File: src/rtl/pkt_a_injector.sv
// Burst packet injector for a mesh node A-port: one command expands into len packets with seed+idx payloads.
// First a_vld one cycle after accept; a_rdy low holds the packet, and too many stall cycles abort the burst.
module pkt_a_injector #(
  parameter int HP      = 0,
  parameter int VP      = 0,
  parameter int DATA_W  = 64,
  parameter int TIMEOUT = 1023
) (
  input  logic              clk,
  input  logic              rst_n,
  input  logic              pg_en,
  input  logic [5:0]        pg_node,
  input  logic              cmd_vld,
  output logic              cmd_rdy,
  input  logic [5:0]        cmd_tgt,
  input  logic              cmd_qos,
  input  logic [1:0]        cmd_type,
  input  logic [7:0]        cmd_len,
  input  logic [DATA_W-1:0] cmd_seed,
  output logic              a_vld,
  input  logic              a_rdy,
  output logic              a_qos,
  output logic [1:0]        a_type,
  output logic [5:0]        a_src,
  output logic [5:0]        a_tgt,
  output logic [DATA_W-1:0] a_data,
  output logic              busy,
  output logic              done,
  output logic              err,
  output logic [1:0]        err_code,
  output logic [15:0]       sent_cnt
);

  typedef enum logic [1:0] {ST_IDLE, ST_SEND, ST_DONE} state_t;

  localparam logic [5:0]  SRC_ID     = {3'(VP), 3'(HP)};
  localparam logic [15:0] STALL_LAST = 16'(TIMEOUT - 1);

  state_t              state_q, state_d;
  logic [5:0]          tgt_q, tgt_d;
  logic                qos_q, qos_d;
  logic [1:0]          type_q, type_d;
  logic [7:0]          len_q, len_d;
  logic [7:0]          idx_q, idx_d;
  logic [DATA_W-1:0]   data_q, data_d;
  logic [15:0]         stall_q, stall_d;
  logic [15:0]         sent_q, sent_d;
  logic                err_q, err_d;
  logic [1:0]          err_code_q, err_code_d;
  logic                xfer;

  assign xfer = (state_q == ST_SEND) && a_rdy;

  always_comb begin
    state_d    = state_q;
    tgt_d      = tgt_q;
    qos_d      = qos_q;
    type_d     = type_q;
    len_d      = len_q;
    idx_d      = idx_q;
    data_d     = data_q;
    stall_d    = stall_q;
    sent_d     = sent_q;
    err_d      = 1'b0;
    err_code_d = err_code_q;

    case (state_q)
      ST_IDLE: begin
        if (cmd_vld) begin
          // Faulty destination outranks the self-target check.
          if (pg_en && (cmd_tgt == pg_node)) begin
            err_d      = 1'b1;
            err_code_d = 2'b01;
          end else if (cmd_tgt == SRC_ID) begin
            err_d      = 1'b1;
            err_code_d = 2'b10;
          end else if (cmd_len == 8'd0) begin
            state_d = ST_DONE;
          end else begin
            state_d = ST_SEND;
            tgt_d   = cmd_tgt;
            qos_d   = cmd_qos;
            type_d  = cmd_type;
            len_d   = cmd_len;
            data_d  = cmd_seed;
            idx_d   = 8'd0;
            stall_d = 16'd0;
          end
        end
      end
      ST_SEND: begin
        if (xfer) begin
          stall_d = 16'd0;
          idx_d   = idx_q + 8'd1;
          data_d  = data_q + DATA_W'(1);
          if (sent_q != 16'hFFFF) sent_d = sent_q + 16'd1;
          if (idx_q == len_q - 8'd1) state_d = ST_DONE;
        end else if (pg_en && (pg_node == tgt_q)) begin
          // A transfer in the same cycle wins; the abort is re-evaluated next cycle.
          state_d    = ST_IDLE;
          stall_d    = 16'd0;
          err_d      = 1'b1;
          err_code_d = 2'b01;
        end else if (stall_q == STALL_LAST) begin
          state_d    = ST_IDLE;
          stall_d    = 16'd0;
          err_d      = 1'b1;
          err_code_d = 2'b11;
        end else begin
          stall_d = stall_q + 16'd1;
        end
      end
      ST_DONE: state_d = ST_IDLE;
      default: state_d = ST_IDLE;
    endcase
  end

  always_ff @(posedge clk) begin
    if (!rst_n) begin
      state_q    <= ST_IDLE;
      tgt_q      <= '0;
      qos_q      <= 1'b0;
      type_q     <= '0;
      len_q      <= '0;
      idx_q      <= '0;
      data_q     <= '0;
      stall_q    <= '0;
      sent_q     <= '0;
      err_q      <= 1'b0;
      err_code_q <= '0;
    end else begin
      state_q    <= state_d;
      tgt_q      <= tgt_d;
      qos_q      <= qos_d;
      type_q     <= type_d;
      len_q      <= len_d;
      idx_q      <= idx_d;
      data_q     <= data_d;
      stall_q    <= stall_d;
      sent_q     <= sent_d;
      err_q      <= err_d;
      err_code_q <= err_code_d;
    end
  end

  assign cmd_rdy  = (state_q == ST_IDLE);
  assign busy     = (state_q != ST_IDLE);
  assign done     = (state_q == ST_DONE);
  assign a_vld    = (state_q == ST_SEND);
  assign a_qos    = qos_q;
  assign a_type   = type_q;
  assign a_src    = SRC_ID;
  assign a_tgt    = tgt_q;
  assign a_data   = data_q;
  assign err      = err_q;
  assign err_code = err_code_q;
  assign sent_cnt = sent_q;

endmodule
File: config.mk
export PLATFORM = sky130hd
export DESIGN_NAME = pkt_a_injector
export DESIGN_NICKNAME = d
export VERILOG_FILES = /design/src/rtl/pkt_a_injector.sv
export SDC_FILE = /design/constraint.sdc
export NUM_CORES = 1
export LEC_CHECK = 0
export BUFFER_PORTS_ARGS = -buffer_cell sky130_fd_sc_hd__buf_4
export CAP_MARGIN = 25
export CORE_UTILIZATION = 35
export DETAILED_ROUTE_END_ITERATION = 8
export PLACE_DENSITY = 0.64
export SLEW_MARGIN = 20
export SYNTH_ARGS = -nofsm -noshare
export SYNTH_HDL_FRONTEND = slang
export SYNTH_SLANG_ARGS = --single-unit
export TNS_END_PERCENT = 1
File: constraint.sdc
create_clock -name clk -period 2.25 [get_ports clk]
set_input_delay 0.45 -clock clk [delete_from_list [all_inputs] [get_ports clk]]
set_output_delay 0.45 -clock clk [all_outputs]
set_load 0.005 [all_outputs]
==> impl_table.tex, run 1 <==
\begin{tabular}{lr}
\hline
Metric & Value \\
\hline
\multicolumn{2}{l}{\textbf{Outcome}} \\
\quad Run status & complete, no violations \\
\multicolumn{2}{l}{\textbf{Final layout}} \\
\quad Final std cells w/o fill & 1490 \\
\quad Fraction of layout instances using a drive strength above 1 & 0.2782 \\
\quad Total of fill cells in the finished design & 2078 \\
\quad Final net count & 1303 \\
\quad Area growth from synthesis to layout & 34.89\% \\
\quad Total non-filler cell area in the finished layout & 0.01022 mm2 \\
\quad End-of-flow core utilization & 0.4845 \\
\quad Number of antenna repair diodes & 0 \\
\multicolumn{2}{l}{\textbf{Yosys}} \\
\quad Dominant cell type by area after synthesis & sky130\_fd\_sc\_hd\_\_dfxtp\_1 \\
\quad Sequential-to-total area share from yosys stat & 0.3330 \\
\quad Leading register cell type out of synthesis & sky130\_fd\_sc\_hd\_\_dfxtp\_1 \\
\quad Cell variety after synth & 83 \\
\quad Number of synthesized flops with an enable pin & 0 \\
\quad Number of synthesized register bits & 126 \\
\quad Share of flip-flops with an asynchronous set or reset after synthesis & 0 \\
\quad Average footprint of a synthesized cell & 7.644 um2 \\
\quad Mapped cell area & 0.007575 mm2 \\
\quad Count of synthesis-stage warnings from yosys & 0 \\
\quad Leading post-synthesis cells by cell area & sky130\_fd\_sc\_hd\_\_dfxtp\_1, sky130\_fd\_sc\_hd\_\_a21oi\_1, sky130\_fd\_sc\_hd\_\_nand2\_1 \\
\quad Portion of synthesized cell area occupied by the leading cell type & 0.3330 \\
\quad Synthesized instance count & 991 \\
\multicolumn{2}{l}{\textbf{Clock network}} \\
\quad Clock latency on the worst-skew pair & 0.42 ns \\
\quad Cell at the root of the clock tree & sky130\_fd\_sc\_hd\_\_clkbuf\_16 \\
\quad Number of levels the H-tree was split into & 4 \\
\quad Maximum clock insertion buffer count & 2 \\
\quad Clock tree from TritonCTS & done \\
\quad Clock sink count & 126 \\
\quad Number of buffers added to fix hold violations after cts & 0 \\
\quad Clock-pin slew of the registers on the worst-case setup and hold paths & 0.06 ns \\
\quad Num CTS Buffers & 17 \\
\multicolumn{2}{l}{\textbf{STA}} \\
\quad Time the final worst path needs with I/O delays and setup & 2.140 ns \\
\quad Highest Clock Rate & 0.4672 GHz \\
\quad Number of setup violations in the final report & 0 \\
\quad Final cycle utilization of the critical path & 0.9512 \\
\quad Clock Skew & 0.009247 ns \\
\quad Remaining max-slew budget at the tightest pin & 0.5502 \\
\quad RSZ-0062 raised after global routing & true \\
\quad Number of max-slew violations in the final report & 0 \\
\quad Hold Fails Final Rpt & 0 \\
\quad Least-Margin Pin Slew & 0.6715 ns \\
\multicolumn{2}{l}{\textbf{Global route}} \\
\quad Global-route wire length before repair & 39.37 mm \\
\quad Overall overflow remaining after global route & 0 \\
\quad Via count of the first global-routing pass & 7674 \\
\quad Number of antenna violations at the first check in global routing & 0 \\
\quad Largest net degree at the start of global routing & 108 \\
\quad All-layer global routing usage & 0.2214 \\
\multicolumn{2}{l}{\textbf{Power}} \\
\quad Internal Dissipation & 4.639 mW \\
\quad Net Sw Frac & 0.2868 \\
\quad IR Drop Worst-Case VDD & 0.0005209 V \\
\quad Part of the total power dissipated in combinational logic & 0.213 \\
\quad Clk pwr share & 0.395 \\
\quad Sw Pwr & 1.865 mW \\
\quad Total leakage power & 4.075 nW \\
\quad Pwr Density & 636.5 mW/mm2 \\
\quad Sequential cell fraction of total power & 0.392 \\
\multicolumn{2}{l}{\textbf{Placement}} \\
\quad GP Congestion & 0.8477 \\
\quad Area after detailed placement & 0.009663 mm2 \\
\quad Input/output buffers & 187 \\
\quad Number of instances in the placed design & 1460 \\
\quad Placed wire-length estimate after detailed placement & 17.41 mm \\
\multicolumn{2}{l}{\textbf{Floorplanning}} \\
\quad Die width & 149.1 um \\
\quad Core box area & 0.02109 mm2 \\
\quad Boundary Pins & 194 \\
\quad Initial Utilization & 0.3592 \\
\quad Height of the chip & 149.1 um \\
\quad Number of cell rows & 53 \\
\quad Total die area & 0.02223 mm2 \\
\multicolumn{2}{l}{\textbf{Setup path}} \\
\quad Reg2Reg Depth & 7 \\
\quad Data arrival, critical path & 2.44 ns \\
\quad Minimum setup slack among reg-to-reg paths & 0.11 ns \\
\quad Highest net fanout along the worst path & 7 \\
\quad Critical path endpoint category & register \\
\quad WS Path Type & register to register \\
\quad Worst Path Required & 2.55 ns \\
\quad Element type at the critical path start & register \\
\multicolumn{2}{l}{\textbf{Detailed routing}} \\
\quad Wirelength per Cell & 16.41 um \\
\quad Routed Wire Length & 24.45 mm \\
\quad Count of routing violations after the opening detailed-route iteration & 525 \\
\quad Final routed DRC violation total & 0 \\
\quad Number of nets with antenna violations after detailed routing & 0 \\
\quad Detailed-routing iteration count for the pre-antenna-repair pass & 5 \\
\quad Ratio of routed vias to standard cells & 5.582 \\
\quad Total via count after detailed routing & 8317 \\
\multicolumn{2}{l}{\textbf{Hold path}} \\
\quad Hold depth & 3 \\
\quad Kind of path behind the tightest hold check & input port to register \\
\multicolumn{2}{l}{\textbf{Job}} \\
\quad Max-cap viol count & 0 \\
\hline
\end{tabular}
==> registers in the layout, summed over array words and instances (netlist names) <==
register and count:
idx_q 8, sent_cnt 16, a_tgt 6, state_q 2, a_qos 1, a_type 2, err 1, err_code 2
a_data 64, len_q 8, stall_q 16
==> power groups by stage <==
stage | Clock, mW | Combinational, mW | Sequential, mW
after floorplan | 0 | 0.681 | 2.59
after global placement | 0 | 1.37 | 2.59
after detailed placement | 0 | 1.38 | 2.59
after CTS | 2.61 | 1.39 | 2.54
after global routing | 2.71 | 1.53 | 2.57
final | 2.57 | 1.39 | 2.55
==> path summary, 6_finish.rpt <==
check                to  startpoint
min reg2reg       a_qos       a_qos
max          a_data[59]  a_data[27]
max reg2reg  a_data[59]  a_data[27]
min               a_qos     cmd_qos
==> worst max-delay path: stages (launching register included) <==
cell,delay (ns)
sky130_fd_sc_hd__dfxtp_1,0.41
sky130_fd_sc_hd__nand2_1,0.12
sky130_fd_sc_hd__or3_1,0.47
sky130_fd_sc_hd__nor4_4,0.23
sky130_fd_sc_hd__buf_4,0.20
sky130_fd_sc_hd__and3_1,0.25
sky130_fd_sc_hd__a31oi_1,0.11
sky130_fd_sc_hd__o221a_1,0.24
==> layer usage <==
metal  up-vias  wire length (um)  GRT usage
met3        35              1720    0.05505
met4         0               453    0.07041
met5         -                 0          0
met2       277             11030     0.3470
li1       4107                 -          -
met1      3898             11250     0.2966
==> cell type report <==
| cell class | instances | area, um2 | area share |
|---|---|---|---|
| timing repair buffer | 266 | 2097 | 0.2052 |
| tap | 275 | 344.1 | 0.03368 |
| sequential | 126 | 2525 | 0.2471 |
| clock buffer | 21 | 470.5 | 0.04604 |
| multi-input combinational | 781 | 4664 | 0.4565 |
| clock inverter | 8 | 67.56 | 0.006613 |
| inverter | 13 | 48.80 | 0.004776 |
==> kinds of logic (layout without fill, tap and decap cells) <==
group / after synthesis / in the layout / synth area share
mux: 2 / 2 / 0.002808
xor+xnor: 37 / 37 / 0.04278
flops: 126 / 126 / 0.3330
fa+ha+maj: 6 / 6 / 0.009911
simple gates: 439 / 439 / 0.3049
compound gates: 291 / 291 / 0.2491
other cells: 1 / 6 / 0.0004951
buf+inv: 89 / 308 / 0.05699
==> cells in the mapped netlist (all sizes together) (16+ instances only) <==
cell    count
dfxtp     126
nand2     120
a21oi     107
nor2       80
nand3      73
o21ai      54
buf        40
clkbuf     36
nand4      32
xnor2      26
nor3       25
o31ai      24
and3       22
or3        17
a31oi      16
==> cell usage in the layout, fill, tap and decap left out, drive strengths merged, types with 14 or more instances in the layout <==
cell,Yosys,routed
o21ai,54,54
nor3,25,25
o31ai,24,24
nand3,73,73
a31oi,16,16
nand4,32,32
dfxtp,126,126
or3,17,17
nand2,120,120
nor2,80,80
xnor2,26,26
a21oi,107,107
clkbuf,36,21
o221a,14,14
buf,40,266
and3,22,22
==> through the flow <==
stage	setup slack, ns	power (mW)	hold slack, ns	setup TNS (ns)
CTS	0.005936	6.543	0.2744	0
global route	-0.02954	6.812	0.2941	-0.03958
finish	0.1097	6.504	0.2960	0
floorplan	0.1537	3.270	0.4496	0
global placement	-0.08353	3.960	0.4422	-1.407
detailed placement	-0.06388	3.974	0.4566	-1.289
==> timing repair <==
| item | 4_1_cts | 5_1_grt |
|---|---|---|
| setup endpoints to repair | 0 | 17 |
| gates resized for setup | 0 | 4 |
| setup buffers | 0 | 1 |
Power figures use the tool's default switching activity.
==> inputs of run 2 (changes only) <==
--- a/config.mk
+++ b/config.mk
@@ -8,8 +8,10 @@
 export BUFFER_PORTS_ARGS = -buffer_cell sky130_fd_sc_hd__buf_4
 export CAP_MARGIN = 25
 export CORE_UTILIZATION = 35
+export CTS_BUF_LIST = sky130_fd_sc_hd__clkbuf_16
 export DETAILED_ROUTE_END_ITERATION = 8
 export PLACE_DENSITY = 0.64
+export REMOVE_ABC_BUFFERS = 1
 export SLEW_MARGIN = 20
 export SYNTH_ARGS = -nofsm -noshare
 export SYNTH_HDL_FRONTEND = slang
==> run 2 against run 1 <==
Via count increased by 2.5%; utilization rose by 0.46 points; clock power rose by 7%; final cell count increased by 0.87%; first-iteration DRC count increased by 16%; critical path type is now register to primary output; highest routed layer unchanged.
==> impl_table.tex, run 2 (same netlist as run 1, synthesis figures left out) <==
\begin{tabular}{lr}
\hline
Metric & Value \\
\hline
\multicolumn{2}{l}{\textbf{Outcome}} \\
\quad Run status & complete, no violations \\
\multicolumn{2}{l}{\textbf{Clock network}} \\
\quad Num CTS Buffers & 17 (unchanged) \\
\quad Number of levels the H-tree was split into & 4 (unchanged) \\
\quad Cell at the root of the clock tree & sky130\_fd\_sc\_hd\_\_clkbuf\_16 \\
\quad Clock tree from TritonCTS & done \\
\quad Clock-pin slew of the registers on the worst-case setup and hold paths & 0.06 ns (about the same) \\
\quad Clock latency on the worst-skew pair & 0.42 ns (about the same) \\
\quad Maximum clock insertion buffer count & 2 (unchanged) \\
\quad Number of buffers added to fix hold violations after cts & 0 (unchanged) \\
\quad Clock sink count & 126 (unchanged) \\
\multicolumn{2}{l}{\textbf{Final layout}} \\
\quad Total area of multi-input combinational cells & 0.004672 mm2 (+0.16\%) \\
\quad Flip-flop count of the largest register, all copies and words added & 64 (unchanged) \\
\quad Number of antenna repair diodes & 0 (unchanged) \\
\quad Total of fill cells in the finished design & 2100 (+1.1\%) \\
\quad Most common cell after layout, fill and taps aside & sky130\_fd\_sc\_hd\_\_buf\_4 \\
\quad End-of-flow core utilization & 0.4891 (+0.004628) \\
\quad Final net count & 1313 (+0.77\%) \\
\quad Area growth from synthesis to layout & 36.17\% \\
\quad Footprint of the flip-flops and latches & 0.002524 mm2 (about the same) \\
\quad Most frequent cells in the layout & sky130\_fd\_sc\_hd\_\_buf\_4, sky130\_fd\_sc\_hd\_\_dfxtp\_1, sky130\_fd\_sc\_hd\_\_nand2\_1, sky130\_fd\_sc\_hd\_\_a21oi\_1, sky130\_fd\_sc\_hd\_\_nor2\_1 \\
\quad Fraction of layout instances using a drive strength above 1 & 0.2834 (+0.005198) \\
\multicolumn{2}{l}{\textbf{Global route}} \\
\quad Largest net degree at the start of global routing & 104 (-3.7\%) \\
\quad Via count of the first global-routing pass & 7817 (+1.9\%) \\
\quad All-layer global routing usage & 0.2273 (+0.005859) \\
\quad Global-route wire length before repair & 40.28 mm (+2.3\%) \\
\quad Number of antenna violations at the first check in global routing & 0 (unchanged) \\
\quad Overall overflow remaining after global route & 0 (unchanged) \\
\multicolumn{2}{l}{\textbf{Placement}} \\
\quad GP Congestion & 0.8430 (-0.55\%) \\
\quad Placed wire-length estimate after detailed placement & 18.06 mm (+3.7\%) \\
\quad Input/output buffers & 187 (unchanged) \\
\multicolumn{2}{l}{\textbf{Setup path}} \\
\quad Critical path endpoint category & primary output \\
\quad Delay of the slowest cell on the worst path & 0.30 ns (-0.17 ns) \\
\quad Total buffers and inverters traversed by the critical path & 4 (+3) \\
\quad Most used cell, CP & sky130\_fd\_sc\_hd\_\_buf\_4 \\
\quad Slowest cell on the critical path & sky130\_fd\_sc\_hd\_\_dfxtp\_1 \\
\quad Highest net fanout along the worst path & 81 (+74) \\
\quad Element type at the critical path start & register \\
\quad Data arrival, critical path & 1.72 ns (-0.72 ns) \\
\quad Worst Path Required & 1.80 ns (-0.75 ns) \\
\quad CP cell instances & buf\_4 -> nand2b\_4 -> inv\_4 -> buf\_16 -> buf\_4 \\
\quad Family with the most delay on the worst path & buffers and inverters \\
\quad WS Path Type & register to primary output \\
\multicolumn{2}{l}{\textbf{Floorplanning}} \\
\quad Number of cell rows & 53 (unchanged) \\
\quad Height of the chip & 149.1 um (unchanged) \\
\quad Boundary Pins & 194 (unchanged) \\
\quad Initial Utilization & 0.3592 (unchanged) \\
\quad Core box area & 0.02109 mm2 (unchanged) \\
\quad Total die area & 0.02223 mm2 (unchanged) \\
\quad Die width & 149.1 um (unchanged) \\
\multicolumn{2}{l}{\textbf{Detailed routing}} \\
\quad Total via count after detailed routing & 8521 (+2.5\%) \\
\quad Final routed DRC violation total & 0 (unchanged) \\
\quad Number of nets with antenna violations after detailed routing & 0 (unchanged) \\
\quad Ratio of routed vias to standard cells & 5.669 (+1.6\%) \\
\quad Routed Wire Length & 24.94 mm (+2.0\%) \\
\quad Count of routing violations after the opening detailed-route iteration & 609 (+16\%) \\
\quad Detailed-routing iteration count for the pre-antenna-repair pass & 5 (unchanged) \\
\quad Wirelength per Cell & 16.60 um (+1.1\%) \\
\multicolumn{2}{l}{\textbf{Power}} \\
\quad Power after layout & 6.689 mW (+2.9\%) \\
\quad Total leakage power & 4.161 nW (+2.1\%) \\
\quad Pwr Density & 648.5 mW/mm2 (+1.9\%) \\
\quad IR Drop Worst-Case VDD & 0.0005167 V (-0.82\%) \\
\multicolumn{2}{l}{\textbf{STA}} \\
\quad Highest Clock Rate & 0.4611 GHz (-1.3\%) \\
\quad Remaining max-slew budget at the tightest pin & 0.5773 (+0.02709) \\
\quad RSZ-0062 raised after global routing & true \\
\quad Least-Margin Pin Slew & 0.6339 ns (-0.03759 ns) \\
\quad Final cycle utilization of the critical path & 0.9639 (+0.01261) \\
\quad Time the final worst path needs with I/O delays and setup & 2.169 ns (+0.02836 ns) \\
\quad Hold Fails Final Rpt & 0 (unchanged) \\
\quad Number of setup violations in the final report & 0 (unchanged) \\
\quad Clock Skew & 0.009875 ns (+0.0006280 ns) \\
\quad Number of max-slew violations in the final report & 0 (unchanged) \\
\multicolumn{2}{l}{\textbf{Job}} \\
\quad Max-cap viol count & 0 (unchanged) \\
\multicolumn{2}{l}{\textbf{Hold path}} \\
\quad Kind of path behind the tightest hold check & input port to register \\
\hline
\end{tabular}
-- run 2: changes by cell type in the layout (fill, tap and decap cells not counted), moves of 3 or more --
cell,previous run,this run
sky130_fd_sc_hd__buf_12,8,4
sky130_fd_sc_hd__clkbuf_8,3,0
sky130_fd_sc_hd__buf_4,258,271
sky130_fd_sc_hd__clkinv_2,6,3
sky130_fd_sc_hd__inv_1,11,14
-- run 2: through the flow --
| step | worst slack (ns) | hold WS (ns) | TNS [ns] | area, um2 | instances |
|---|---|---|---|---|---|
| 2_1_floorplan | -3.366 | 0.4496 | -318.66 | 7211 | 920 |
| 3_3_place_gp | -0.04463 | 0.4421 | -0.6697 | 9708 | 1471 |
| 3_5_place_dp | -0.09677 | 0.4468 | -2.124 | 9708 | 1471 |
| 4_1_cts | 0.02544 | 0.2803 | 0 | 10290 | 1503 |
| 5_1_grt | -0.04387 | 0.2834 | -0.05110 | 10310 | 1503 |
| 6_report | 0.08133 | 0.2952 | 0 | 10310 | 1503 |
-- run 2: area by class of cell --
cell class,instances,area share
clock buffers,17,0.04124
clock inverters,15,0.01516
inverters,13,0.004973
multi-input cells,781,0.4529
flip-flops and latches,126,0.2447
well taps,275,0.03336
repair buffers,276,0.2077
-- run 2: worst paths after layout --
| check | endpoint | cells past startpoint | start | slack (ns) |
|---|---|---|---|---|
| worst max-delay path | a_vld | 5 | state_q[1] | 0.08 |
| worst max register to register | a_data[61] | 8 | state_q[0] | 0.12 |
| worst min-delay path | a_type[1] | 3 | cmd_type[1] | 0.30 |
| worst min register to register | a_type[1] | 2 | a_type[1] | 0.45 |
-- run 2: tightest hold or removal path: cells and delay by family --
family	cells	cell delay, ns
simple gates	1	0.05
compound gates	1	0.05
buf+inv	1	0.11
-- run 2: where the power goes --
part           internal, mW  total, mW  leakage, nW  switching, mW
registers              2.38       2.55         1.03          0.171
clock network          1.72       2.74        0.291           1.02
logic                 0.688       1.40         2.84          0.709
-- run 2: what timing repair did --
action	4_1_cts	5_1_grt
resized for setup	0	7
setup endpoints to repair	0	13
setup buffers	0	0
-- run 2: layer usage --
layer  share of wire  up-vias  GRT usage
li1                -     4135          -
met1            0.44     4006     0.2961
met2            0.45      348     0.3586
met3           0.094       32    0.06728
met4           0.015        0    0.07092
met5               0        -          0
